`src/rtl/lfsr_crc_check_pkg.sv`:
```
// rtl/lfsr_crc_check_pkg.sv - shared constants, FCS depth helper and frame states
// Purpose: definitions shared by the CRC checker and its LFSR core.
// Ports: none (package).
package lfsr_crc_check_pkg;

  // Ethernet CRC32 defaults
  localparam logic [31:0] ETH_CRC32_POLY = 32'h04c11db7;
  localparam logic [31:0] ETH_CRC32_INIT = 32'hffffffff;

  // Frame progress: IDLE has no beats buffered, FILL is still loading the
  // delay line, RUN has a full delay line and pops one beat per push.
  typedef enum logic [1:0] {
    ST_IDLE = 2'd0,
    ST_FILL = 2'd1,
    ST_RUN  = 2'd2
  } frame_state_t;

  // Number of beats occupied by the FCS.
  function automatic int fcs_depth(input int lfsr_width, input int data_width);
    return lfsr_width / data_width;
  endfunction

endpackage

```
`src/rtl/lfsr_crc_check_lfsr.sv`:
```
// rtl/lfsr_crc_check_lfsr.sv - combinational CRC/LFSR advance by one data beat
// Purpose: next LFSR state after shifting DATA_WIDTH data bits into lfsr_in.
// Ports:
//   data_in  [DATA_WIDTH-1:0] beat shifted into the register
//   lfsr_in  [LFSR_WIDTH-1:0] current state
//   lfsr_out [LFSR_WIDTH-1:0] state after the beat
module lfsr #(
  parameter int                    LFSR_WIDTH  = 32,
  parameter logic [LFSR_WIDTH-1:0] LFSR_POLY   = 32'h04c11db7,
  parameter string                 LFSR_CONFIG = "GALOIS",
  parameter int                    REVERSE     = 1,
  parameter int                    DATA_WIDTH  = 8,
  parameter string                 STYLE       = "AUTO"
) (
  input  logic [DATA_WIDTH-1:0] data_in,
  input  logic [LFSR_WIDTH-1:0] lfsr_in,
  output logic [LFSR_WIDTH-1:0] lfsr_out
);

  // Reflected mode works on a bit-reversed register, so the taps reverse too.
  localparam logic [LFSR_WIDTH-1:0] POLY_REV = {<<{LFSR_POLY}};
  localparam bit FIB = (LFSR_CONFIG == "FIBONACCI");

  function automatic logic [LFSR_WIDTH-1:0] lfsr_step(
    input logic [LFSR_WIDTH-1:0] s,
    input logic [DATA_WIDTH-1:0] d
  );
    logic [LFSR_WIDTH-1:0] st;
    logic                  fb;
    st = s;
    fb = 1'b0;
    for (int i = 0; i < DATA_WIDTH; i++) begin
      if (REVERSE != 0) begin
        // LSB of each beat first
        if (FIB) begin
          fb = d[i] ^ (^(st & POLY_REV));
          st = {fb, st[LFSR_WIDTH-1:1]};
        end else begin
          fb = st[0] ^ d[i];
          st = st >> 1;
          if (fb) st = st ^ POLY_REV;
        end
      end else begin
        // MSB of each beat first
        if (FIB) begin
          fb = d[DATA_WIDTH-1-i] ^ (^(st & LFSR_POLY));
          st = {st[LFSR_WIDTH-2:0], fb};
        end else begin
          fb = st[LFSR_WIDTH-1] ^ d[DATA_WIDTH-1-i];
          st = st << 1;
          if (fb) st = st ^ LFSR_POLY;
        end
      end
    end
    return st;
  endfunction

  generate
    if (STYLE == "REDUCTION") begin : g_reduction
      // The map is linear: XOR together the response to each set input bit.
      always_comb begin
        logic [LFSR_WIDTH-1:0] w_unit_s;
        logic [DATA_WIDTH-1:0] w_unit_d;
        lfsr_out = '0;
        for (int j = 0; j < LFSR_WIDTH; j++) begin
          w_unit_s    = '0;
          w_unit_s[j] = 1'b1;
          if (lfsr_in[j]) lfsr_out = lfsr_out ^ lfsr_step(w_unit_s, '0);
        end
        for (int k = 0; k < DATA_WIDTH; k++) begin
          w_unit_d    = '0;
          w_unit_d[k] = 1'b1;
          if (data_in[k]) lfsr_out = lfsr_out ^ lfsr_step('0, w_unit_d);
        end
      end
    end else begin : g_loop
      assign lfsr_out = lfsr_step(lfsr_in, data_in);
    end
  endgenerate

endmodule

```
`src/rtl/lfsr_crc_check.sv`:
```
// rtl/lfsr_crc_check.sv - receive-side CRC check with FCS stripping
// Purpose: delays the stream by the FCS length, folds payload beats into a CRC,
//   compares it with the trailing FCS and flags each frame good, bad or runt.
// Optional: define LFSR_CRC_CHECK_STATS_EN for saturating per-outcome counters.
// Ports:
//   clk, rst_n                  clock, asynchronous active-low reset
//   s_data/s_valid/s_last       input beats, s_last on the final FCS beat
//   m_data/m_valid/m_last       payload beats with the FCS removed
//   m_crc_err                   FCS mismatch, qualified by m_valid & m_last
//   frame_good/bad/runt         one-cycle outcome pulses
//   stat_good/bad/runt [15:0]   outcome counters (LFSR_CRC_CHECK_STATS_EN only)
module lfsr_crc_check
  import lfsr_crc_check_pkg::*;
#(
  parameter int                    LFSR_WIDTH  = 32,
  parameter logic [LFSR_WIDTH-1:0] LFSR_POLY   = ETH_CRC32_POLY,
  parameter logic [LFSR_WIDTH-1:0] LFSR_INIT   = {LFSR_WIDTH{1'b1}},
  parameter string                 LFSR_CONFIG = "GALOIS",
  parameter int                    REVERSE     = 1,
  parameter int                    INVERT      = 1,
  parameter int                    DATA_WIDTH  = 8,
  parameter string                 STYLE       = "AUTO"
) (
  input  logic                  clk,
  input  logic                  rst_n,
  input  logic [DATA_WIDTH-1:0] s_data,
  input  logic                  s_valid,
  input  logic                  s_last,
  output logic [DATA_WIDTH-1:0] m_data,
  output logic                  m_valid,
  output logic                  m_last,
  output logic                  m_crc_err,
  output logic                  frame_good,
  output logic                  frame_bad,
`ifdef LFSR_CRC_CHECK_STATS_EN
  output logic [15:0]           stat_good,
  output logic [15:0]           stat_bad,
  output logic [15:0]           stat_runt,
`endif
  output logic                  frame_runt
);

  localparam int D  = fcs_depth(LFSR_WIDTH, DATA_WIDTH);
  localparam int CW = $clog2(D + 1);

  frame_state_t          r_state, w_state_nxt;
  logic [CW-1:0]         r_cnt, w_cnt_nxt;
  logic [DATA_WIDTH-1:0] r_dly [D];
  logic [LFSR_WIDTH-1:0] r_crc;
  logic [DATA_WIDTH-1:0] r_m_data;
  logic                  r_m_valid, r_m_last, r_m_err, r_good, r_bad, r_runt;

  logic                  w_pop, w_runt, w_mismatch;
  logic [LFSR_WIDTH-1:0] w_lfsr_out, w_fcs, w_crc_cmp;
  logic [DATA_WIDTH-1:0] w_fcs_beat [D];

  lfsr #(
    .LFSR_WIDTH (LFSR_WIDTH),
    .LFSR_POLY  (LFSR_POLY),
    .LFSR_CONFIG(LFSR_CONFIG),
    .REVERSE    (REVERSE),
    .DATA_WIDTH (DATA_WIDTH),
    .STYLE      (STYLE)
  ) u_lfsr (
    .data_in (r_dly[0]),
    .lfsr_in (r_crc),
    .lfsr_out(w_lfsr_out)
  );

  always_comb begin
    w_state_nxt = r_state;
    w_cnt_nxt   = r_cnt;
    w_pop       = 1'b0;
    w_runt      = 1'b0;
    if (s_valid) begin
      if (r_state == ST_RUN) begin
        w_pop = 1'b1;
        if (s_last) begin
          w_state_nxt = ST_IDLE;
          w_cnt_nxt   = '0;
        end
      end else if (s_last) begin
        // Frame ended before the delay line filled: no payload at all.
        w_runt      = 1'b1;
        w_state_nxt = ST_IDLE;
        w_cnt_nxt   = '0;
      end else begin
        w_cnt_nxt   = r_cnt + CW'(1);
        w_state_nxt = (w_cnt_nxt == CW'(D)) ? ST_RUN : ST_FILL;
      end
    end
  end

  // On the s_last beat the FCS is delay entries 1..D-1 followed by s_data.
  always_comb begin
    for (int k = 0; k < D - 1; k++) w_fcs_beat[k] = r_dly[k+1];
    w_fcs_beat[D-1] = s_data;
    w_fcs = '0;
    for (int k = 0; k < D; k++) begin
      if (REVERSE != 0) w_fcs[k*DATA_WIDTH +: DATA_WIDTH] = w_fcs_beat[k];
      else              w_fcs[(D-1-k)*DATA_WIDTH +: DATA_WIDTH] = w_fcs_beat[k];
    end
  end

  assign w_crc_cmp  = (INVERT != 0) ? ~w_lfsr_out : w_lfsr_out;
  assign w_mismatch = (w_fcs != w_crc_cmp);

  always_ff @(posedge clk or negedge rst_n) begin
    if (!rst_n) begin
      r_state   <= ST_IDLE;
      r_cnt     <= '0;
      r_dly     <= '{default: '0};
      r_crc     <= LFSR_INIT;
      r_m_data  <= '0;
      r_m_valid <= 1'b0;
      r_m_last  <= 1'b0;
      r_m_err   <= 1'b0;
      r_good    <= 1'b0;
      r_bad     <= 1'b0;
      r_runt    <= 1'b0;
    end else begin
      r_state   <= w_state_nxt;
      r_cnt     <= w_cnt_nxt;
      r_m_valid <= w_pop;
      r_m_last  <= w_pop & s_last;
      r_m_err   <= w_pop & s_last & w_mismatch;
      r_good    <= w_pop & s_last & ~w_mismatch;
      r_bad     <= w_pop & s_last & w_mismatch;
      r_runt    <= w_runt;
      if (w_pop) r_m_data <= r_dly[0];
      if (s_valid) begin
        for (int i = 0; i < D - 1; i++) r_dly[i] <= r_dly[i+1];
        r_dly[D-1] <= s_data;
      end
      // Reinitialise on the last beat so the next frame can follow directly.
      if (s_valid && s_last) r_crc <= LFSR_INIT;
      else if (w_pop)        r_crc <= w_lfsr_out;
    end
  end

  assign m_data     = r_m_data;
  assign m_valid    = r_m_valid;
  assign m_last     = r_m_last;
  assign m_crc_err  = r_m_err;
  assign frame_good = r_good;
  assign frame_bad  = r_bad;
  assign frame_runt = r_runt;

`ifdef LFSR_CRC_CHECK_STATS_EN
  logic [15:0] r_stat_good, r_stat_bad, r_stat_runt;

  always_ff @(posedge clk or negedge rst_n) begin
    if (!rst_n) begin
      r_stat_good <= '0;
      r_stat_bad  <= '0;
      r_stat_runt <= '0;
    end else begin
      if (r_good && r_stat_good != 16'hffff) r_stat_good <= r_stat_good + 16'd1;
      if (r_bad  && r_stat_bad  != 16'hffff) r_stat_bad  <= r_stat_bad  + 16'd1;
      if (r_runt && r_stat_runt != 16'hffff) r_stat_runt <= r_stat_runt + 16'd1;
    end
  end

  assign stat_good = r_stat_good;
  assign stat_bad  = r_stat_bad;
  assign stat_runt = r_stat_runt;
`endif

endmodule

```
`config.mk`:
```
export PLATFORM = sky130hd
export DESIGN_NAME = lfsr_crc_check
export DESIGN_NICKNAME = d
export VERILOG_FILES = /design/src/rtl/lfsr_crc_check_pkg.sv /design/src/rtl/lfsr_crc_check_lfsr.sv /design/src/rtl/lfsr_crc_check.sv
export SDC_FILE = /design/constraint.sdc
export NUM_CORES = 1
export LEC_CHECK = 0
export BUFFER_PORTS_ARGS = -buffer_cell sky130_fd_sc_hd__buf_2
export CORE_MARGIN = 1
export CORE_UTILIZATION = 55
export DETAILED_ROUTE_END_ITERATION = 8
export PLACE_DENSITY_LB_ADDON = 0.2
export SLEW_MARGIN = 20
export SYNTH_ARGS = -nofsm -noshare
export SYNTH_HDL_FRONTEND = slang
export SYNTH_SLANG_ARGS = --single-unit
export TNS_END_PERCENT = 20
```
`constraint.sdc`:
```
create_clock -name clk -period 2.4 [get_ports clk]
set_input_delay 0.12 -clock clk [delete_from_list [all_inputs] [get_ports clk]]
set_output_delay 0.12 -clock clk [all_outputs]
set_load 0.03 [all_outputs]
```
==> impl_metrics.yaml <==
floorplanning:
  die_width_um: 94.0
  die_h_um: 94.0
  floorplan.io_pins: 26
  floorplan.initialDensity_pct: 56.6
  placement_rows: 33
  die_area_mm2: 0.00883
  design.core.area_mm2: 0.00822
clocking:
  clockBufferDepth: 2
  root_buffer: "clkbuf_8"
  cts_tree: "yes"
  tritoncts.num_buffers: 9
  clock_sink_count: 82
  cts.reportedPaths.clkPinSlew_ns: 0.09
  htreeDepth: 3
  worst_skew_pair.late_latency_ns: 0.36
setup_path:
  worst_ep_arrival_time_ns: 2.79
  crit_end: "frame_good$_DFF_PN0_"
  crit_slowest_cell: "dfstp_2"
  reg2reg_setup_slack_ns: -0.09
  r2r-end: "frame_good$_DFF_PN0_"
  critPathMostFrequentCell: "and3_1"
  critPathMaxStageDelay_ns: 0.58
  endpoint_kind: "flip-flop"
  cp-startpoint: "r_crc[0]$_DFFE_PN1P_"
  reg2reg_depth: 8
  crit_path_start_kind: "flip-flop"
  setup.worst_path.class: "flip-flop to flip-flop"
  crit_path_cell_trace: "xor2_4 -> buf_6 -> xor3_2 -> xnor2_2 -> and3_1 -> o2111ai_2 -> nor4_2 -> and3_1"
  timing.critical_path.fanout_max: 5
  critical_path_rt_ns: 2.70
  timing.rr.start: "r_crc[0]$_DFFE_PN1P_"
sta:
  worst_clock_skew_ns: 0.00860
  report.final.slew_viol_count: 0
  finalSetupViolCount: 2
  timing.slew.headroom_pct: 63.8
  rsz0062_at_grt: "true"
  hold_viol_final: 0
  timing.final.ws_setup_ns: -0.0910
  fmax_mhz: 401
  period_share_pct: 104
  holdWs_ns: 0.0252
  tightest_slew_ns: 0.543
  post-route-min-period_ns: 2.49
pwr:
  largest_voltage_drop_on_the_vdd_net_v: 0.000578
  p_leak_nw: 2.46
  pwr_density_cell_mw_per_mm2: 1050
logic_synthesis:
  post_synth_fa_ha_maj_area_fraction_pct: 0.538
  post_synthesis_instance_area_mm2: 0.00465
  synth.net_count: 388
  synth.area.mux_share_pct: 9.90
  synth_ff_type: "dfrtp_1"
  yosys-top-cells-area: "dfrtp_1 27%, dfstp_2 18%, xnor2_1 9.8%, mux2_2 9.7%, xor2_1 5.5%"
  yosysTopAreaCell: "dfrtp_1"
  post_synth.cell_area_avg_um2: 12.4
  synth_top_family_by_area: "XOR/XNOR gates"
  synth_cell_type_count: 42
  synth-compound-area-share_pct: 6.75
  synth_seq_cells: 82
  synthSimpleGateAreaFrac_pct: 7.34
  synthesis.instances: 374
  async_reset_ff_share_pct: 100
  yosysSeqAreaShare_pct: 45.0
  yosys.area_share.xor_xnor_pct: 28.7
  top_area_cell_type_share_of_the_netlist_area_pct: 26.9
  synth_enable_flop_cells: 0
  yosys_warnings: 0
layout:
  final_nets: 458
  area_delta_synth_final_pct: 19.8
  fillers: 607
  design_area_mm2: 0.00557
  num_antenna_cells: 0
  drive_gt1_share_pct: 43.0
grt:
  first_pass_grt_wire_length_um: 16100
  grt_antenna_before_repair: 0
  first_global_vias: 3006
  use_met1_pct: 34.6
  track_usage_pct: 25.0
  groute.layer.met3.usage_pct: 4.13
  grt_max_degree: 42
  gr-usage-met2_pct: 40.3
  grt.overflow.total: 0
  top_usage_layer: "met2"
run_status:
  run_status: "finished with violations"
  violated_checks: "negative setup slack"
placed_design:
  detailed_place_hpwl_um: 6940
  placed_cell_area_mm2: 0.00518
  buffer_ports.inserted: 25
  finalWeightedCongestion: 0.858
flow_run:
  timing.max_cap.violations: 0
drt:
  final_antenna_net_count: 0
  vias: 2968
  drtIter0Drc: 128
  drtPass1Iterations: 5
  routed_wire_length_per_instance_um: 17.8
  viasPerCell: 5.36
  route.detailed.drc: 0
  postRouteWirelength_um: 9870
min_path:
  hold_class: "input port to flip-flop"
==> layout make-up <==
type                       count  area (um^2)  area share (%)
clock buffer                  12          155            2.78
clock inverter                 4         50.0           0.898
inverter                       5         18.8           0.337
multi-input combinational    272         2590            46.4
sequential                    82         2090            37.5
tap                          105          131            2.36
timing repair buffer          74          538            9.65
==> flip-flops by register name (all words and copies together) (netlist names) <==
signal,count
m_valid,1
frame_runt,1
m_data,8
r_dly,32
frame_bad,1
m_last,1
r_state,2
r_cnt,3
r_crc,32
frame_good,1
==> worst min path at each step <==
stage               from                    end  cells after the start
3_3_place_gp       rst_n  r_dly[15]$_DFFE_PN0P_                      1
2_1_floorplan      rst_n    frame_bad$_DFF_PN0_                      0
4_1_cts        s_data[5]   r_dly[5]$_DFFE_PN0P_                      2
6_report       s_data[5]   r_dly[5]$_DFFE_PN0P_                      2
3_5_place_dp       rst_n  r_dly[15]$_DFFE_PN0P_                      1
5_1_grt        s_data[5]   r_dly[5]$_DFFE_PN0P_                      2
==> worst max-delay path, delay by kind of cell (launching register included) <==
family / cells / cell delay [ns]
XOR/XNOR: 3 / 0.82
AND/OR/NAND/NOR: 3 / 0.74
flip-flops: 1 / 0.58
buffers and inverters: 1 / 0.17
AO/OA/AOI/OAI: 1 / 0.13
==> repair_timing <==
item | in CTS | in global routing
hold buffers | 1 | 0
setup buffers | 2 | 5
hold endpoints to repair | 22 | 0
setup endpoints to repair | 2 | 2
gates resized for setup | 9 | 11
pin swaps | 2 | 10
==> routing by layer <==
metal / vias up / share of wire (%)
met5: - / 0
met2: 48 / 50
met3: 13 / 2.3
met4: 0 / 1.4
met1: 1495 / 46
li1: 1412 / -
==> where the power goes <==
part | internal (W) | leakage (nW) | switching, W
registers | 0.00150 | 0.957 | 0.000153
clock network | 0.000536 | 0.0986 | 0.000505
logic | 0.00174 | 1.40 | 0.00142
==> metrics by stage <==
stage | TNS (ns) | instances | power (W) | util (%) | worst slack (ns)
after floorplan | 0 | 374 | 0.00366 | - | 0.0277
after global placement | -0.262 | 530 | 0.00451 | 63.1 | -0.137
after detailed placement | -0.415 | 530 | 0.00455 | 63.1 | -0.214
after CTS | -0.186 | 549 | 0.00570 | 66.6 | -0.102
after global routing | -0.313 | 554 | 0.00618 | 67.8 | -0.177
final | -0.161 | 554 | 0.00585 | 67.8 | -0.0910
==> Yosys cell counts, drive strengths merged (3+ instances only) <==
cell type	number
a21oi	35
and3	6
buf	6
clkbuf	9
dfrtp	50
dfstp	32
inv	5
mux2	40
nand2	11
nand2b	3
nor2	36
nor3	6
o21ai	4
o22ai	3
o32a	3
xnor2	63
xnor3	10
xor2	31
xor3	3
==> cells by family after synthesis <==
| logic type | Yosys count |
|---|---|
| xor gates and xnor gates | 107 |
| DFF | 82 |
| and+or+nand+nor | 71 |
| AOI/OAI and AO/OA | 51 |
| muxes | 41 |
| buffers and inverters | 20 |
| adders and majority gates | 2 |
==> layout by cell type (no fill, tap or decap), types with 2 or more instances in the layout <==
| cell type | n |
|---|---|
| a21oi_1 | 35 |
| and3_1 | 6 |
| buf_12 | 2 |
| buf_2 | 24 |
| buf_4 | 43 |
| buf_6 | 4 |
| clkbuf_8 | 11 |
| clkinvlp_4 | 2 |
| dfrtp_1 | 50 |
| dfstp_2 | 32 |
| ha_1 | 2 |
| inv_1 | 5 |
| mux2_2 | 40 |
| nand2_1 | 11 |
| nand2b_1 | 3 |
| nand3_1 | 2 |
| nor2_1 | 35 |
| nor3_1 | 5 |
| o21ai_0 | 4 |
| o22ai_1 | 3 |
| o32a_1 | 2 |
| xnor2_1 | 45 |
| xnor2_2 | 8 |
| xnor2_4 | 10 |
| xnor3_1 | 7 |
| xnor3_2 | 2 |
| xor2_1 | 28 |
| xor2_4 | 3 |
| xor3_2 | 2 |
No activity file was read; power rests on OpenSTA's default activity.
